**src/rtl/mpc_types.sv**
```systemverilog
// Shared memory-path types: request structs, channel count and default queue depth.
// Latency: n/a (types and constants only).
// Backpressure: n/a.
package mpc_types;

  localparam int NUM_CH       = 3;
  localparam int BANK_Q_DEPTH = 4;
  localparam int ADDR_W       = 32;
  localparam int DATA_W       = 32;

  typedef enum logic [1:0] {
    OP_RD    = 2'd0,
    OP_WR    = 2'd1,
    OP_AMO   = 2'd2,
    OP_FLUSH = 2'd3
  } mem_op_e;

  // Global configuration; sim_chk_off silences the simulation-only checks.
  typedef struct packed {
    logic       sim_chk_off;
    logic [6:0] rsvd;
  } mpc_cfg_t;

  // Request as issued by one channel, before the crossbar tags it.
  typedef struct packed {
    mem_op_e           op;
    logic [ADDR_W-1:0] addr;
    logic [DATA_W-1:0] wdata;
  } channel_req_t;

  // Request as delivered to a bank, tagged with its source channel.
  typedef struct packed {
    logic [NUM_CH-1:0] channel_1hot_id;
    mem_op_e           op;
    logic [ADDR_W-1:0] addr;
    logic [DATA_W-1:0] wdata;
  } bank_req_t;

endpackage

```
**src/rtl/bank_req_queue.sv**
```systemverilog
// Per-bank ingress FIFO with occupancy and per-channel pending flags.
// Latency: push in cycle N is visible at the head in cycle N+1 (no bypass).
// Backpressure: u_req_ready = !full, purely from state; head held while d_req_ready is low.
module bank_req_queue
  import mpc_types::*;
#(
  parameter mpc_cfg_t Cfg   = '0,
  parameter int       DEPTH = BANK_Q_DEPTH
) (
  input  logic                       clk,
  input  logic                       rst_n,
  input  logic                       u_req_valid,
  output logic                       u_req_ready,
  input  bank_req_t                  u_req,
  output logic                       d_req_valid,
  input  logic                       d_req_ready,
  output bank_req_t                  d_req,
  output logic [$clog2(DEPTH):0]     occupancy,
  output logic [NUM_CH-1:0]          ch_pending
);

  localparam int IW = $clog2(DEPTH);
  localparam int PW = IW + 1;

  bank_req_t               mem [DEPTH];
  logic [PW-1:0]           w_ptr;
  logic [PW-1:0]           r_ptr;
  logic                    empty;
  logic                    full;
  logic                    push;
  logic                    pop;
  logic [NUM_CH-1:0][PW-1:0] ch_cnt;

  // MSB of each pointer is the wrap bit; equal indices with differing wrap means full.
  assign empty = (w_ptr == r_ptr);
  assign full  = (w_ptr[IW-1:0] == r_ptr[IW-1:0]) && (w_ptr[IW] != r_ptr[IW]);

  assign u_req_ready = !full;
  assign d_req_valid = !empty;
  assign push        = u_req_valid & u_req_ready;
  assign pop         = d_req_valid & d_req_ready;

  assign d_req     = mem[r_ptr[IW-1:0]];
  assign occupancy = w_ptr - r_ptr;

  // Pointers advance modulo 2*DEPTH; reset discards everything queued.
  always_ff @(posedge clk or negedge rst_n) begin
    if (!rst_n) begin
      w_ptr <= '0;
      r_ptr <= '0;
    end else begin
      if (push) w_ptr <= w_ptr + 1'b1;
      if (pop)  r_ptr <= r_ptr + 1'b1;
    end
  end

  // Payload storage is not reset; d_req is meaningless while the queue is empty.
  always_ff @(posedge clk) begin
    if (push) mem[w_ptr[IW-1:0]] <= u_req;
  end

  for (genvar i = 0; i < NUM_CH; i++) begin : g_ch
    logic          inc;
    logic          dec;
    logic [PW-1:0] cnt;

    assign inc = push & u_req.channel_1hot_id[i];
    assign dec = pop & d_req.channel_1hot_id[i];

    // Count queued entries from channel i; a matching push and pop cancel out.
    always_ff @(posedge clk or negedge rst_n) begin
      if (!rst_n) begin
        cnt <= '0;
      end else if (inc && !dec) begin
        cnt <= cnt + 1'b1;
      end else if (dec && !inc) begin
        cnt <= cnt - 1'b1;
      end
    end

    assign ch_cnt[i]     = cnt;
    assign ch_pending[i] = (cnt != '0);
  end

  logic [PW+1:0] ch_sum;

  // Total of the per-channel counters, used only by the consistency checks below.
  always_comb begin
    ch_sum = '0;
    for (int i = 0; i < NUM_CH; i++) ch_sum = ch_sum + {2'b00, ch_cnt[i]};
  end

  // Simulation checks: one-hot channel tag on push, counter bound, counter total matches occupancy.
  always @(posedge clk) begin
    if (rst_n && !Cfg.sim_chk_off) begin
      if (push) begin
        assert ($onehot(u_req.channel_1hot_id))
          else $error("bank_req_queue: pushed channel_1hot_id %b not one-hot", u_req.channel_1hot_id);
      end
      for (int i = 0; i < NUM_CH; i++) begin
        assert (ch_cnt[i] <= PW'(DEPTH))
          else $error("bank_req_queue: ch_cnt[%0d]=%0d exceeds depth", i, ch_cnt[i]);
      end
      assert (ch_sum == {2'b00, occupancy})
        else $error("bank_req_queue: channel count total %0d != occupancy %0d", ch_sum, occupancy);
    end
  end

endmodule

```
**config.mk**
```make
export PLATFORM = sky130hd
export DESIGN_NAME = bank_req_queue
export DESIGN_NICKNAME = d
export VERILOG_FILES = /design/src/rtl/mpc_types.sv /design/src/rtl/bank_req_queue.sv
export SDC_FILE = /design/constraint.sdc
export NUM_CORES = 1
export LEC_CHECK = 0
export BUFFER_PORTS_ARGS = -buffer_cell sky130_fd_sc_hd__buf_2
export CAP_MARGIN = 20
export CORE_MARGIN = 8
export CORE_UTILIZATION = 30
export CTS_BUF_LIST = sky130_fd_sc_hd__clkbuf_8
export CTS_CLUSTER_DIAMETER = 120
export DETAILED_ROUTE_END_ITERATION = 6
export GPL_TIMING_DRIVEN = 0
export PLACE_DENSITY = 0.45
export SKIP_LAST_GASP = 1
export SYNTH_ARGS = -nofsm -noshare
export SYNTH_HDL_FRONTEND = slang
export SYNTH_SLANG_ARGS = --single-unit
```
**constraint.sdc**
```tcl
create_clock -name clk -period 3.9 [get_ports clk]
set_clock_uncertainty 0.2 [all_clocks]
set_input_delay 0.585 -clock clk [delete_from_list [all_inputs] [get_ports clk]]
set_output_delay 0.585 -clock clk [all_outputs]
set_load 0.01 [all_outputs]
```
# After elaboration in Yosys (flattened, before gate mapping)
# Memory sizes are Yosys's and may differ from the RTL's.
# Cells that the tools add are included.
# Widths: inputs -> output; s select.
op_classes:
  n_eq_ne: 3
  mux: 8
  order_cmp: 0
  reduce_logical: 21
  bitwise_logic: 8
  div: 0
  n_mul: 0
  shifts: 0
  addsub: 9
ops:
  columns: ["operator", "n"]
  rows:
  - ["$mux 3", 6]
  - ["$add 3x1->3 const B", 5]
  - ["$reduce_bool 3->1", 3]
  - ["$sub 3x1->3 const B", 3]
  - ["$and 1x1->1", 8]
  - ["$logic_not 1->1", 8]
  - ["$logic_and 1x1->1", 7]
  - ["$reduce_bool 2->1", 3]
  - ["$eq 3x3->1", 1]
  - ["$sub 3x3->3", 1]
  - ["$eq 2x2->1", 1]
  - ["$mux 1", 2]
  - ["$ne 1x1->1", 1]
totals:
  mem_bits_ro: 0
  latch_bits: 0
  register_bits: 15
  wordCells: 55
  in_bits: 73
  memories: 1
  ram_bits: 276
memory_table:
  columns: ["memory", "words", "width", "read_ports", "rd_clocked_by_memory_dff", "write_ports", "line_no", "source"]
  rows:
  - ["mem", 4, 69, 1, 0, 1, "bank_req_queue.sv:25", "bank_req_t mem [DEPTH];"]

# Logic depth before layout (Yosys ltp)
# Gate-level depths: netlist of the first run.
depth:
  word_depth: 9
  ltp_mapped: 13
  depth_no_buf: 11

# Worst setup path after synthesis of the first run
# OpenSTA, ideal clock, no wires.
synth_path:
  path_type: "register to register"
  startpoint: "register r_ptr[1]"
  endpoint: "memory mem[0][0] (netlist bit), enable pin"
  arrival_ns: 2.477
  setup_ns: 0.397
  n_path_buf: 2
  path_stages_with_launch: 8
  period_less_slack_ns: 3.073
  setup_slack_ns: 0.827
  t_required_ns: 3.303
  path_cell_list: "dfrtp_1 -> buf_2 -> clkbuf_1 -> inv_1 -> ha_1 -> nand2_1 -> o21a_4 -> and2_2"
synth_via:
  elab_chain_len: 6
synth_lines:
  columns: ["element", "line_no", "source"]
  rows:
  - ["from (decl)", "bank_req_queue.sv:27", "logic [PW-1:0] r_ptr;"]
  - ["from (signal assigned)", "bank_req_queue.sv:53", "if (pop) r_ptr <= r_ptr + 1'b1;"]
  - ["$eq 2x2->1", "bank_req_queue.sv:36", "assign full = (w_ptr[IW-1:0] == r_ptr[IW-1:0]) && (w_ptr[IW] != r_ptr[IW]);"]
  - ["$logic_and 1x1->1", "bank_req_queue.sv:36", null]
  - ["$logic_not 1->1", "bank_req_queue.sv:38", "assign u_req_ready = !full;"]
  - ["$and 1x1->1", "bank_req_queue.sv:40", "assign push = u_req_valid & u_req_ready;"]
  - ["$mux 1", "bank_req_queue.sv:59", "if (push) mem[w_ptr[IW-1:0]] <= u_req;"]
  - ["$mux 1 (implied by the code)", "bank_req_queue.sv:59", null]
  - ["to (decl)", "bank_req_queue.sv:25", null]
# Every way passes these cells.

==> results.tsv, run 1 <==
stage	metric	value	unit
status	status	completed	
pwr	p_per_area	761.4	nW/um^2
clocking	cts_made_buffers	51	
clocking	cts_max_path_buffers	3	
sta	fin_crit_sh	87.35	%
sta	finalSetupViolCount	0	
synth	syn_inst	446	
critical_path	worstPathRequired	3120	ps
clocking	htreeDepth	2	
sta	finalHoldViolations	0	
critical_path	criticalPathCategory	flip-flop to output port	
floorplanning	die_h	206.7	um
sta	whs	113.3	ps
sta	maxSlewHeadroom	52.71	%
clocking	cts.clk_slew.worst_paths	60	ps
drt	routed_via_density	4.383	
global_route	antenna_found_initial	1	
critical_path	crit_path_end_kind	output port	
layout	utilization	38.75	%
sta	rsz0062_at_grt	false	
layout	final_nets	809	
synth	yosysSeqAreaShare	79.44	%
drt	drt-total-wl	23.87	mm
layout	drive_gt1_share	40.65	%
critical_path	critPathArrivalTime	2620	ps
sta	worstMarginPinSlew	709.4	ps
drt	drt_iter0_drc	204	
drt	drcViolationCount	0	
synth	avgSynthCellArea	24.45	um^2
pwr	p_leak	4.933	nW
synth	ys_ff_latch	291	
run	maxCapViolCount	0	
synth	ys_warn_count	0	
clocking	worstSkewPairLatency	580	ps
synth	syn-num-nets	533	
synth	synth.distinct_cells	24	
clocking	ctsRootBufferMaster	clkbuf_8	
critical_path	startpoint_type	flip-flop	
clocking	cts_resized	0	
global_route	grt_max_degree	40	
placement	gp_congestion	0.6865	
layout	n_fill_cell	3368	
layout	syn_to_final_growth	28.52	%
sta	slew_viol_final	0	
drt	wl_per_cell	19.34	um
pwr	p_total	0.01067	W
floorplanning	core_area	36170	um^2
clocking	clock-sinks	291	
floorplanning	rows	70	
drt	ant_nets	0	
placement	dpl.hpwl	14.79	mm
drt	num_vias	5409	
sta	min_period	3407	ps
placement	io_buffer_count	149	
floorplanning	start_util	30.15	%
pwr	vdd_drop_max	344.9	uV
clocking	cts_tree	done	
floorplanning	dieArea	42710	um^2
global_route	grt_use_total	11.55	%
global_route	grt_first_pass_wirelength	36.65	mm
floorplanning	die_w	206.7	um
floorplanning	pin_count	150	
global_route	grt-ovfl-total	0	
global_route	grt_pass1_vias	6276	
min_path	hold_class	input pin to flip-flop	
drt	dr.pass1.iters	4	
synth	synth_area	10910	um^2
sta	max_freq	293.5	MHz
clocking	post_cts_buffers	0	
critical_path	worstPathMaxFanout	17	
[Yosys cell counts]
library cell  count  area share [%]
edfxtp_1        276              76
mux4_2           69              14
dfrtp_1          15             3.4
ha_1             10             1.1
inv_1             8            0.28
xor2_1            8            0.64
and2_2            7            0.48
buf_4             6            0.41
clkbuf_1          6            0.21
nand2_1           6            0.21
xnor2_1           6            0.48
mux2_2            5            0.52
fa_1              4            0.73
buf_2             3            0.14
nor2_1            3            0.10
or3_1             3            0.17
a21oi_1           2           0.092
a31oi_1           2            0.11
nand3_1           2           0.092
buf_6             1            0.10
mux2_4            1            0.14
o21a_1            1           0.069
o21a_4            1            0.14
o21ai_0           1           0.046
[critical path: stages, from the launching register on]
cell and delay (ps):
dfrtp_1 400, buf_2 440, clkbuf_1 600, mux4_2 430, buf_2 170
[cells in the final DEF (no fill, tap or decap), drive strengths merged]
cell         count
edfxtp         276
buf            163
dlygate4sd3     71
mux4            69
clkbuf          56
inv             24
clkinv          22
dfrtp           15
ha              10
xor2             8
and2             7
nand2            6
xnor2            6
mux2             6
clkinvlp         5
fa               4
or3              3
nor2             3
nand3            2
a21oi            2
a31oi            2
bufinv           2
o21a             2
diode            1
o21ai            1
[layer usage]
layer | share of wire [%] | wire, um | GRT usage (%) | vias up
met5 | 0 | 0 | 0 | -
met4 | 2.6 | 619 | 5.166 | 0
met3 | 6.1 | 1451 | 3.340 | 46
met2 | 50 | 12020 | 19.51 | 135
met1 | 41 | 9778 | 13.56 | 2790
li1 | - | - | - | 2438
[final timing paths]
kind,start,endpoint,slack (ps),depth (start not counted)
max,r_ptr[1],d_req[32],490,4
min,u_req_valid,w_ptr[2],110,3
max reg2reg,r_ptr[1],g_ch[0].cnt[2],630,12
min reg2reg,g_ch[2].cnt[2],g_ch[2].cnt[2],260,1
max in group asynchronous,rst_n,g_ch[1].cnt[0],2990,2
min in group asynchronous,rst_n,r_ptr[2],250,2
[through the flow]
stage / TNS, ps / instances / setup WS, ps / area, um^2
final: 0 / 1234 / 493.3 / 14020
after global routing: 0 / 1234 / 200.8 / 14020
after CTS: 0 / 1234 / 145.8 / 14020
after detailed placement: 0 / 1067 / 171.9 / 12350
after global placement: -153300 / 1063 / -568.3 / 12240
after floorplan: 0 / 446 / 826.8 / 10910
[where the power goes]
group / switching, W / internal [W]
clock network: 0.00120 / 0.00136
logic: 0.00200 / 0.00166
registers: 0.000202 / 0.00425
[logic make-up after synthesis]
family / synth area share [%]
AND/OR/NAND/NOR: 1.056
buffers and inverters: 1.136
multiplexers: 14.90
flip-flops: 79.44
AO/OA/AOI/OAI: 0.4589
XOR/XNOR: 1.124
adder cells (fa/ha/maj): 1.882
[cell type report]
type / count / area (um^2) / share of cell area (%)
Antenna cell: 1 / 2.502 / 0.01785
Clock inverter: 45 / 252.7 / 1.803
Sequential cell: 291 / 8663 / 61.81
Buffer: 15 / 90.09 / 0.6427
Clock buffer: 51 / 701.9 / 5.008
Inverter: 8 / 30.03 / 0.2142
Timing Repair Buffer: 224 / 1567 / 11.18
Multi-Input combinational cell: 131 / 2123 / 15.15
Tap cell: 468 / 585.6 / 4.178
[flip-flops by register name, indices dropped and copies added, names as in the netlist]
register  cells
r_ptr         3
mem         276
w_ptr         3
g_ch.cnt      9
[what timing repair did]
item / in CTS / in global routing
endpoints found under the hold margin: 292 / 0
endpoints found under the setup margin: 0 / 4
hold buffers: 71 / 0
Note: power is estimated with default switching activity, not from simulation.
==> run 2, diff against run 1 <==
--- a/config.mk
+++ b/config.mk
@@ -8,12 +8,12 @@
 export BUFFER_PORTS_ARGS = -buffer_cell sky130_fd_sc_hd__buf_2
 export CAP_MARGIN = 20
 export CORE_MARGIN = 8
-export CORE_UTILIZATION = 30
+export CORE_UTILIZATION = 55
 export CTS_BUF_LIST = sky130_fd_sc_hd__clkbuf_8
 export CTS_CLUSTER_DIAMETER = 120
 export DETAILED_ROUTE_END_ITERATION = 6
 export GPL_TIMING_DRIVEN = 0
-export PLACE_DENSITY = 0.45
+export PLACE_DENSITY = 0.75
 export SKIP_LAST_GASP = 1
 export SYNTH_ARGS = -nofsm -noshare
 export SYNTH_HDL_FRONTEND = slang
==> results.tsv, run 2 (same netlist as run 1, synthesis figures left out) <==
stage	metric	value	unit	change
status	status	completed		
placement	dpl.hpwl	13.12	mm	-11%
sta	max_freq	275.3	MHz	-6.2%
global_route	grt_busiest_layer	met2		
pwr	p_per_area	790.8	nW/um^2	+3.9%
global_route	grt_util_met2	27.30	%	+7.8 points
global_route	grt_pass1_vias	5657		-9.9%
floorplanning	start_util	56.03	%	+26 points
min_path	hp-start	u_req[55]		
global_route	grt_max_degree	37		-7.5%
floorplanning	rows	51		-27%
critical_path	criticalPathCategory	flip-flop to flip-flop		
clocking	cts_made_buffers	46		-9.8%
pwr	vdd_drop_max	476.7	uV	+38%
layout	final_common_cell	edfxtp_1		
drt	drcViolationCount	0		unchanged
sta	finalSetupViolCount	0		unchanged
floorplanning	die_w	156.8	um	-24%
global_route	grt-ovfl-total	0		unchanged
drt	drt_iter0_drc	305		+50%
layout	largest_register_ffs	276		unchanged
critical_path	r2r-start	r_ptr[1]		
sta	slew_viol_final	0		unchanged
clocking	cts.clk_slew.worst_paths	60	ps	about the same
drt	drt-total-wl	20.03	mm	-16%
sta	min_period	3633	ps	+226.3 ps
sta	maxSlewHeadroom	48.68	%	-4.0 points
critical_path	reg2regPathDepth	11		-1
sta	finalHoldViolations	0		unchanged
global_route	use_met3	6.536	%	+3.2 points
min_path	hold_class	input pin to flip-flop		
critical_path	path_cells	buf_2, clkbuf_1, inv_1, ha_1, nand2_1, o21a_4, and2_2, ha_1, inv_1, fa_1, mux2_2		
critical_path	worstPathMaxFanout	10		-7
clocking	ctsRootBufferMaster	clkbuf_8		
drt	routed_via_density	5.432		+24%
placement	dp_cells	864		-19%
critical_path	crit_family	adder cells		
critical_path	slowest_delay	550	ps	-50 ps
min_path	holdPathStages	1		-2
clocking	worstSkewPairLatency	520	ps	-60 ps
layout	mostFrequentLayoutCells	edfxtp_1, buf_2, mux4_2		
global_route	met1_usage	20.65	%	+7.1 points
floorplanning	die_h	156.8	um	-24%
drt	wl_per_cell	21.20	um	+9.6%
layout	final_cells	945		-23%
critical_path	crit_path_end_kind	flip-flop		
global_route	grt_first_pass_wirelength	31.04	mm	-15%
placement	gp_congestion	0.7122		+3.7%
critical_path	timing.rr.end	g_ch[1].cnt[1]		
floorplanning	core_area	19460	um^2	-46%
global_route	grt_use_total	16.81	%	+5.3 points
placement	io_buffer_count	149		unchanged
critical_path	startpoint_type	flip-flop		
global_route	antenna_found_initial	3		+2
clocking	cts_tree	done		
floorplanning	pin_count	150		unchanged
clocking	htreeDepth	2		unchanged
floorplanning	dieArea	24590	um^2	-42%
critical_path	critPathArrivalTime	3840	ps	+1220 ps
drt	ant_nets	0		unchanged
layout	syn_to_final_growth	18.15	%	
clocking	cts_max_path_buffers	3		unchanged
sta	rsz0062_at_grt	false		
critical_path	cpMaxStageDelayCell	clkbuf_1		
sta	worstMarginPinSlew	769.8	ps	+60.45 ps
critical_path	worstPathRequired	4110	ps	+990 ps
layout	final_nets	735		-9.1%
sta	fin_crit_sh	93.15	%	+5.8 points
critical_path	critPathBufInv	4		+1
min_path	hold_end	mem[1][55]		
critical_path	r2r_slack	270	ps	-360 ps
pwr	p_leak	4.552	nW	-7.7%
clocking	clock-sinks	291		unchanged
drt	dr.pass1.iters	4		unchanged
run	maxCapViolCount	0		unchanged
layout	drive_gt1_share	44.54	%	+3.9 points
drt	num_vias	5133		-5.1%
sta	tns	0	ps	unchanged
run 2: per-stage QoR:
step / utilization, % / area, um^2 / total power [W] / setup WS, ps / hold WS [ps]
after floorplan: - / 10910 / 0.006733 / 826.8 / 89.41
after global placement: 61.57 / 11980 / 0.007903 / -236.3 / 249.7
after detailed placement: 62.01 / 12070 / 0.008083 / 258.9 / 254.5
after CTS: 66.18 / 12880 / 0.01036 / 236.5 / 15.01
after global routing: 66.18 / 12880 / 0.01078 / 15.05 / 16.33
final: 66.20 / 12880 / 0.01019 / 267.0 / 63.17
run 2: how the worst max path moves through the flow:
stage                     startpoint        endpoint  slack (ps)  cells after the start
after floorplan             r_ptr[1]       mem[0][0]         830                      7
after global placement      r_ptr[1]      mem[0][40]        -240                      7
after detailed placement    r_ptr[1]  g_ch[1].cnt[1]         260                     11
after CTS                   r_ptr[1]  g_ch[1].cnt[1]         240                     11
after global routing        r_ptr[1]  g_ch[1].cnt[2]          20                     13
final                       r_ptr[1]  g_ch[1].cnt[1]         270                     11
run 2: cell type report:
type                            instances  area (um^2)
Inverter                                8        30.03
Antenna cell                            2        5.005
Multi-Input combinational cell        131         2123
Fill cell                            1276         6578
Timing Repair Buffer                  154        835.8
Sequential cell                       291         8663
Clock buffer                           47        646.9
Clock inverter                         31        155.1
Buffer                                 16        93.84
Tap cell                              265        331.6
run 2: worst register-to-register path: cells and delay by family, from the launching register on:
| family | cells | cell delay (ps) |
|---|---|---|
| mux | 1 | 270 |
| simple gates | 2 | 340 |
| compound gates | 1 | 260 |
| fa+ha+maj | 3 | 1030 |
| flops | 1 | 400 |
| buf+inv | 4 | 1030 |
run 2: routing by layer:
layer | wire length [um] | part of all wire, %
met3 | 1776 | 8.9
met5 | 32 | 0.16
met1 | 7962 | 40
met2 | 9938 | 50
met4 | 324 | 1.6
run 2: timing repair:
item / CTS / global route
resized for setup: 0 / 0
setup buffers: 0 / 0
endpoints found under the hold margin: 15 / 0
setup endpoints to repair: 0 / 0
hold buffers: 1 / 0
run 2: power breakdown:
| group | internal (W) | switching, W | leakage [nW] |
|---|---|---|---|
| Clock | 0.00118 | 0.00109 | 0.455 |
| Sequential | 0.00425 | 0.000204 | 2.70 |
| Combinational | 0.00159 | 0.00189 | 1.39 |
